<file path="src/rtl/mem_responder.sv">
// ---------------------------------------------------------------------------
// mem_responder
//   Memory-side responder for the CPU memory bus. It services MREAD/MWRITE
//   commands against a word RAM (lower half of the address space) and a small
//   block of memory-mapped I/O (upper half): LED register, synchronised
//   switches and a free-running compare timer. It also flags any mem_cmd
//   that is not one-hot.
//
// Ports
//   clk       in   1       rising-edge clock
//   reset     in   1       asynchronous, active-low reset
//   mem_cmd   in   3       one-hot command: 001 none, 010 read, 100 write
//   mem_addr  in   ADDR_W  word address from the CPU
//   din       in   DATA_W  write data from the CPU datapath
//   dout      out  DATA_W  registered read data (one cycle latency)
//   sw        in   SW_W    asynchronous board switches
//   led       out  SW_W    LED register
//   tmr_hit   out  1       sticky timer compare flag
//   cmd_err   out  1       sticky illegal-command flag
//
// Address map (upper half, mem_addr[ADDR_W-1]==1)
//   0x100 LED (R/W), 0x140 SW (RO), 0x180 TCOUNT (R/W), 0x181 TCMP (R/W),
//   0x182 TCTRL (bit0 enable R/W, bit1 write-one-to-clear tmr_hit, reads 0).
//   Every other upper-half address reads 0 and ignores writes.
//
// RAM contents are not reset. Writes to RAM are qualified only by the
// command, so the CPU is expected to present MNONE while it is in reset.
// ---------------------------------------------------------------------------
module mem_responder #(
    parameter int DATA_W = 16,
    parameter int ADDR_W = 9,
    parameter int SW_W   = 8
) (
    input  logic              clk,
    input  logic              reset,
    input  logic [2:0]        mem_cmd,
    input  logic [ADDR_W-1:0] mem_addr,
    input  logic [DATA_W-1:0] din,
    output logic [DATA_W-1:0] dout,
    input  logic [SW_W-1:0]   sw,
    output logic [SW_W-1:0]   led,
    output logic              tmr_hit,
    output logic              cmd_err
);

    localparam logic [2:0] CMD_NONE  = 3'b001;
    localparam logic [2:0] CMD_READ  = 3'b010;
    localparam logic [2:0] CMD_WRITE = 3'b100;

    localparam logic [ADDR_W-1:0] ADDR_LED    = 9'h100;
    localparam logic [ADDR_W-1:0] ADDR_SW     = 9'h140;
    localparam logic [ADDR_W-1:0] ADDR_TCOUNT = 9'h180;
    localparam logic [ADDR_W-1:0] ADDR_TCMP   = 9'h181;
    localparam logic [ADDR_W-1:0] ADDR_TCTRL  = 9'h182;

    localparam int RAM_DEPTH = 2 ** (ADDR_W - 1);

    // Legal commands are exactly the three one-hot encodings.
    function automatic logic cmd_is_legal(input logic [2:0] cmd);
        case (cmd)
            CMD_NONE, CMD_READ, CMD_WRITE: cmd_is_legal = 1'b1;
            default:                       cmd_is_legal = 1'b0;
        endcase
    endfunction

    logic [DATA_W-1:0] ram_r [0:RAM_DEPTH-1];

    logic [DATA_W-1:0] dout_r;
    logic [SW_W-1:0]   led_r;
    logic [SW_W-1:0]   sw_meta_r;
    logic [SW_W-1:0]   sw_sync_r;
    logic [DATA_W-1:0] tcount_r;
    logic [DATA_W-1:0] tcmp_r;
    logic              ten_r;
    logic              tmr_hit_r;
    logic              cmd_err_r;

    logic              is_read_s;
    logic              is_write_s;
    logic              is_illegal_s;
    logic              ram_sel_s;
    logic              led_sel_s;
    logic              tcount_sel_s;
    logic              tcmp_sel_s;
    logic              tctrl_sel_s;
    logic [DATA_W-1:0] rd_data_s;
    logic [DATA_W-1:0] tcount_nxt_s;
    logic              tmr_set_s;
    logic              tmr_clr_s;
    logic              tmr_hit_nxt_s;

    // Command and address decode.
    always_comb begin
        is_read_s    = (mem_cmd == CMD_READ);
        is_write_s   = (mem_cmd == CMD_WRITE);
        is_illegal_s = !cmd_is_legal(mem_cmd);
        ram_sel_s    = !mem_addr[ADDR_W-1];
        led_sel_s    = (mem_addr == ADDR_LED);
        tcount_sel_s = (mem_addr == ADDR_TCOUNT);
        tcmp_sel_s   = (mem_addr == ADDR_TCMP);
        tctrl_sel_s  = (mem_addr == ADDR_TCTRL);
    end

    // Read mux: returns the current (pre-edge) value of the addressed word.
    always_comb begin
        rd_data_s = {DATA_W{1'b0}};
        if (ram_sel_s) begin
            rd_data_s = ram_r[mem_addr[ADDR_W-2:0]];
        end else begin
            case (mem_addr)
                ADDR_LED:    rd_data_s = {{(DATA_W-SW_W){1'b0}}, led_r};
                ADDR_SW:     rd_data_s = {{(DATA_W-SW_W){1'b0}}, sw_sync_r};
                ADDR_TCOUNT: rd_data_s = tcount_r;
                ADDR_TCMP:   rd_data_s = tcmp_r;
                ADDR_TCTRL:  rd_data_s = {{(DATA_W-1){1'b0}}, ten_r};
                default:     rd_data_s = {DATA_W{1'b0}};
            endcase
        end
    end

    // Timer next state: a CPU write to TCOUNT beats the increment, and a
    // write-one-to-clear of tmr_hit beats a compare match in the same cycle.
    always_comb begin
        tcount_nxt_s = tcount_r;
        if (is_write_s && tcount_sel_s) begin
            tcount_nxt_s = din;
        end else if (ten_r) begin
            tcount_nxt_s = tcount_r + {{(DATA_W-1){1'b0}}, 1'b1};
        end else begin
            tcount_nxt_s = tcount_r;
        end

        tmr_set_s = ten_r && (tcount_r == tcmp_r);
        tmr_clr_s = is_write_s && tctrl_sel_s && din[1];

        tmr_hit_nxt_s = tmr_hit_r;
        if (tmr_clr_s) begin
            tmr_hit_nxt_s = 1'b0;
        end else if (tmr_set_s) begin
            tmr_hit_nxt_s = 1'b1;
        end else begin
            tmr_hit_nxt_s = tmr_hit_r;
        end
    end

    // Control/status registers, read-data register and sticky flags.
    always_ff @(posedge clk or negedge reset) begin
        if (!reset) begin
            dout_r    <= {DATA_W{1'b0}};
            led_r     <= {SW_W{1'b0}};
            tcount_r  <= {DATA_W{1'b0}};
            tcmp_r    <= {DATA_W{1'b0}};
            ten_r     <= 1'b0;
            tmr_hit_r <= 1'b0;
            cmd_err_r <= 1'b0;
        end else begin
            if (is_read_s) begin
                dout_r <= rd_data_s;
            end
            if (is_write_s && led_sel_s) begin
                led_r <= din[SW_W-1:0];
            end
            if (is_write_s && tcmp_sel_s) begin
                tcmp_r <= din;
            end
            if (is_write_s && tctrl_sel_s) begin
                ten_r <= din[0];
            end
            tcount_r  <= tcount_nxt_s;
            tmr_hit_r <= tmr_hit_nxt_s;
            cmd_err_r <= cmd_err_r | is_illegal_s;
        end
    end

    // Two-flop synchroniser for the asynchronous switch inputs.
    always_ff @(posedge clk or negedge reset) begin
        if (!reset) begin
            sw_meta_r <= {SW_W{1'b0}};
            sw_sync_r <= {SW_W{1'b0}};
        end else begin
            sw_meta_r <= sw;
            sw_sync_r <= sw_meta_r;
        end
    end

    // Data RAM write port (no reset on the storage array).
    always_ff @(posedge clk) begin
        if (is_write_s && ram_sel_s) begin
            ram_r[mem_addr[ADDR_W-2:0]] <= din;
        end
    end

    assign dout    = dout_r;
    assign led     = led_r;
    assign tmr_hit = tmr_hit_r;
    assign cmd_err = cmd_err_r;

endmodule

</file>
<file path="config.mk">
export PLATFORM = sky130hd
export DESIGN_NAME = mem_responder
export DESIGN_NICKNAME = d
export VERILOG_FILES = /design/src/rtl/mem_responder.sv
export SDC_FILE = /design/constraint.sdc
export NUM_CORES = 2
export LEC_CHECK = 0
export CAP_MARGIN = 25
export CORE_MARGIN = 3
export CORE_UTILIZATION = 60
export CTS_CLUSTER_DIAMETER = 200
export CTS_CLUSTER_SIZE = 25
export DETAILED_ROUTE_END_ITERATION = 16
export GPL_ROUTABILITY_DRIVEN = 0
export PLACE_DENSITY = 0.79
export SYNTH_ARGS = -nofsm -noshare
export SYNTH_HDL_FRONTEND = slang
export SYNTH_SLANG_ARGS = --single-unit
</file>
<file path="constraint.sdc">
create_clock -name clk -period 6.13 [get_ports clk]
set_input_delay 1.226 -clock clk [delete_from_list [all_inputs] [get_ports clk]]
set_output_delay 1.226 -clock clk [all_outputs]
set_load 0.05 [all_outputs]
</file>
==> flow_metrics.env <==
export IMPL_status="complete, no violations"
export IMPL_yosysWarnings=0
export IMPL_grt_max_degree=213
export IMPL_slew_headroom_pct=11.4
export IMPL_rsz0062_at_grt="false"
export IMPL_start_util_pct=60.4
export IMPL_dp_hpwl_mm=248
export IMPL_grt_total_usage_pct=30.5
export IMPL_dieArea_sq_um=274000
export IMPL_grt_pass1_wl_mm=588
export IMPL_cts_clk_slew_worst_paths_ns=0.09
export IMPL_drive_above_1_share_pct=21.8
export IMPL_drt_initial_drc_count=14000
export IMPL_drtPass1Iterations=6
export IMPL_die_w_microns=523
export IMPL_worstMarginPinSlew_ns=1.33
export IMPL_grt_pass1_vias=78700
export IMPL_cellPowerDensity_nw_per_um2=280
export IMPL_hold_class="input pin to asynchronous set/reset pin"
export IMPL_rrSetupSlack_ns=2.55
export IMPL_clock_skew_ns=0.0549
export IMPL_final_hold_viol_count=0
export IMPL_routed_wl_mm=414
export IMPL_worstPathCellList="buf_8, buf_12, nand2_1, a211oi_1, a211oi_1, a221oi_1, o2111ai_1, o211ai_1, a311oi_1, o22a_1"
export IMPL_clkLatencyLatePin_ns=0.91
export IMPL_htree_levels=4
export IMPL_synth_cell_types=57
export IMPL_synth_edff_count=4096
export IMPL_ios=64
export IMPL_cts_hold_buf=0
export IMPL_max_cap_violations=0
export IMPL_portBuffers=63
export IMPL_cp_max_fo=39
export IMPL_finalCritPeriodShare_pct=83.2
export IMPL_required_ns=6.95
export IMPL_crit_arrival_ns=5.92
export IMPL_max_freq_mhz=196
export IMPL_synth_cells=7388
export IMPL_synth_ff_type="edfxtp_1"
export IMPL_cts_buffers=184
export IMPL_post_dp_cell_area_sq_um=167000
export IMPL_postCtsSetupBuffers=0
export IMPL_avgViaCountPerCell=7.15
export IMPL_setup_viol=0
export IMPL_worst_path_buf_inv=2
export IMPL_cts_resized=0
export IMPL_ys_top_cells_by_area="edfxtp_1, mux4_2, mux2i_1"
export IMPL_syn_num_nets=7427
export IMPL_p_leak_nw=53.6
export IMPL_worst_setup_path_end_kind="flop"
export IMPL_postSynth_asyncResetShare_pct=1.80
export IMPL_slew_viol_final=0
export IMPL_cts_buffer_depth=3
export IMPL_antenna_found_initial=23
export IMPL_overflow=0
export IMPL_period_needed_ns=5.10
export IMPL_critical_path_top_delay_family="compound AO/OA/AOI/OAI gates"
export IMPL_yosysSeqAreaShare_pct=77.9
export IMPL_design_area_sq_um=173000
export IMPL_final_util_pct=65.0
export IMPL_clkSinkCount=4171
export IMPL_cp_start_kind="input pin"
export IMPL_synth_top_cell_by_area="edfxtp_1"
export IMPL_cp_slowest_cell="a311oi_1"
export IMPL_die_h_microns=523
export IMPL_cts_root_buffer="clkbuf_16"
export IMPL_yosysMostFrequentCell="edfxtp_1"
export IMPL_rows=189
export IMPL_synth_seq_cells=4171
export IMPL_via_count=80800
export IMPL_drc=0
export IMPL_syn_area_per_cell_sq_um=21.7
export IMPL_cts_tree="built"
export IMPL_fin_nets=7720
export IMPL_syn_to_final_growth_pct=7.62
export IMPL_cpMostUsedCell="a211oi_1"
export IMPL_synth_top_area_share_pct=76.7
export IMPL_syn_area_sq_um=160000
export IMPL_finalSetupTns_ns=0
export IMPL_yosys_top_cells_count="edfxtp_1, mux4_2, mux2i_1"
export IMPL_core_sq_um=266000
export IMPL_postRouteAntennaNets=0
export IMPL_wire_per_inst_microns=36.7
export IMPL_slowest_delay_ns=0.86
export IMPL_irDropWorstVdd_v=0.000349
export IMPL_whs_ns=0.226
export IMPL_worstSetupPathType="input pin to flop"
cells in the final DEF, fill, tap and decap left out, types with 55 or more instances in the layout:
master | synthesis | routed
clkbuf_16 | 0 | 188
buf_4 | 32 | 433
edfxtp_1 | 4096 | 4096
o21ai_0 | 59 | 59
mux4_2 | 922 | 922
nor2_1 | 353 | 349
dfrtp_1 | 75 | 75
clkbuf_1 | 156 | 55
a22oi_1 | 281 | 281
mux2i_1 | 381 | 381
a21oi_1 | 96 | 96
nand2_1 | 175 | 166
nand3_1 | 93 | 93
worst paths after layout:
path,startpoint,end,depth (start not counted)
setup reg to reg,ram_r[174][0],dout[0],7
setup / recovery,mem_addr[0],dout[0],10
hold / removal,reset,led[2],1
hold reg to reg,sw_meta_r[7],sw_sync_r[7],0
max in group asynchronous,reset,dout[12],2
min in group clk,sw_meta_r[7],sw_sync_r[7],0
worst reg2reg max path, cell delays in order, from the launching register on:
cell,delay [ns]
edfxtp_1,0.41
mux4_2,0.51
a22o_1,0.27
a221oi_1,0.42
a41oi_1,0.51
a221oi_1,0.77
a311oi_1,0.30
o22a_1,0.27
power by group:
part           switching [W]  leakage [nW]  internal, W  total [W]
Clock                0.00818          2.45      0.00569     0.0139
Sequential          0.000119          37.7       0.0313     0.0314
Combinational        0.00196          13.5      0.00100    0.00296
routing by layer:
| layer | vias to the layer above | share of wire [%] | global-route usage (%) | wire length, microns |
|---|---|---|---|---|
| li1 | 31400 | - | - | - |
| met1 | 42300 | 34 | 42.0 | 143000 |
| met2 | 6177 | 47 | 46.3 | 194000 |
| met3 | 914 | 13 | 8.14 | 54500 |
| met4 | 16 | 5.4 | 14.0 | 22300 |
| met5 | - | 0.022 | 0 | 91 |
stage by stage:
stage	std cells	power, W	worst slack, ns
2_1_floorplan	7388	0.0336	1.87
3_3_place_gp	11000	0.0349	0.564
3_5_place_dp	11000	0.0350	0.408
4_1_cts	11300	0.0483	1.36
5_1_grt	11300	0.0494	1.18
6_report	11300	0.0483	1.03
cell type report:
type                            instances  area (sq um)
Multi-Input combinational cell       2783         33400
Clock inverter                          9           130
Clock buffer                          243          4910
Sequential cell                      4171        125000
Tap cell                             3533          4420
Fill cell                           16300         93000
Inverter                                5          21.3
Antenna cell                           12          30.0
Timing Repair Buffer                  536          4780
state kept, by name, indices dropped and copies added (netlist names):
register   flops
dout          16
sw_sync_r      8
sw_meta_r      8
tmr_hit        1
cmd_err        1
led            8
tcmp_r        16
ten_r          1
tcount_r      16
ram_r       4096
cells by family after synthesis:
logic type,synth area share [%]
DFF,77.9
muxes,15.6
and+or+nand+nor,1.97
AOI/OAI and AO/OA,2.98
buffers and inverters,1.37
xor gates and xnor gates,0.175
adders and majority gates,0.00780
No activity file was read; power rests on OpenSTA's default activity.
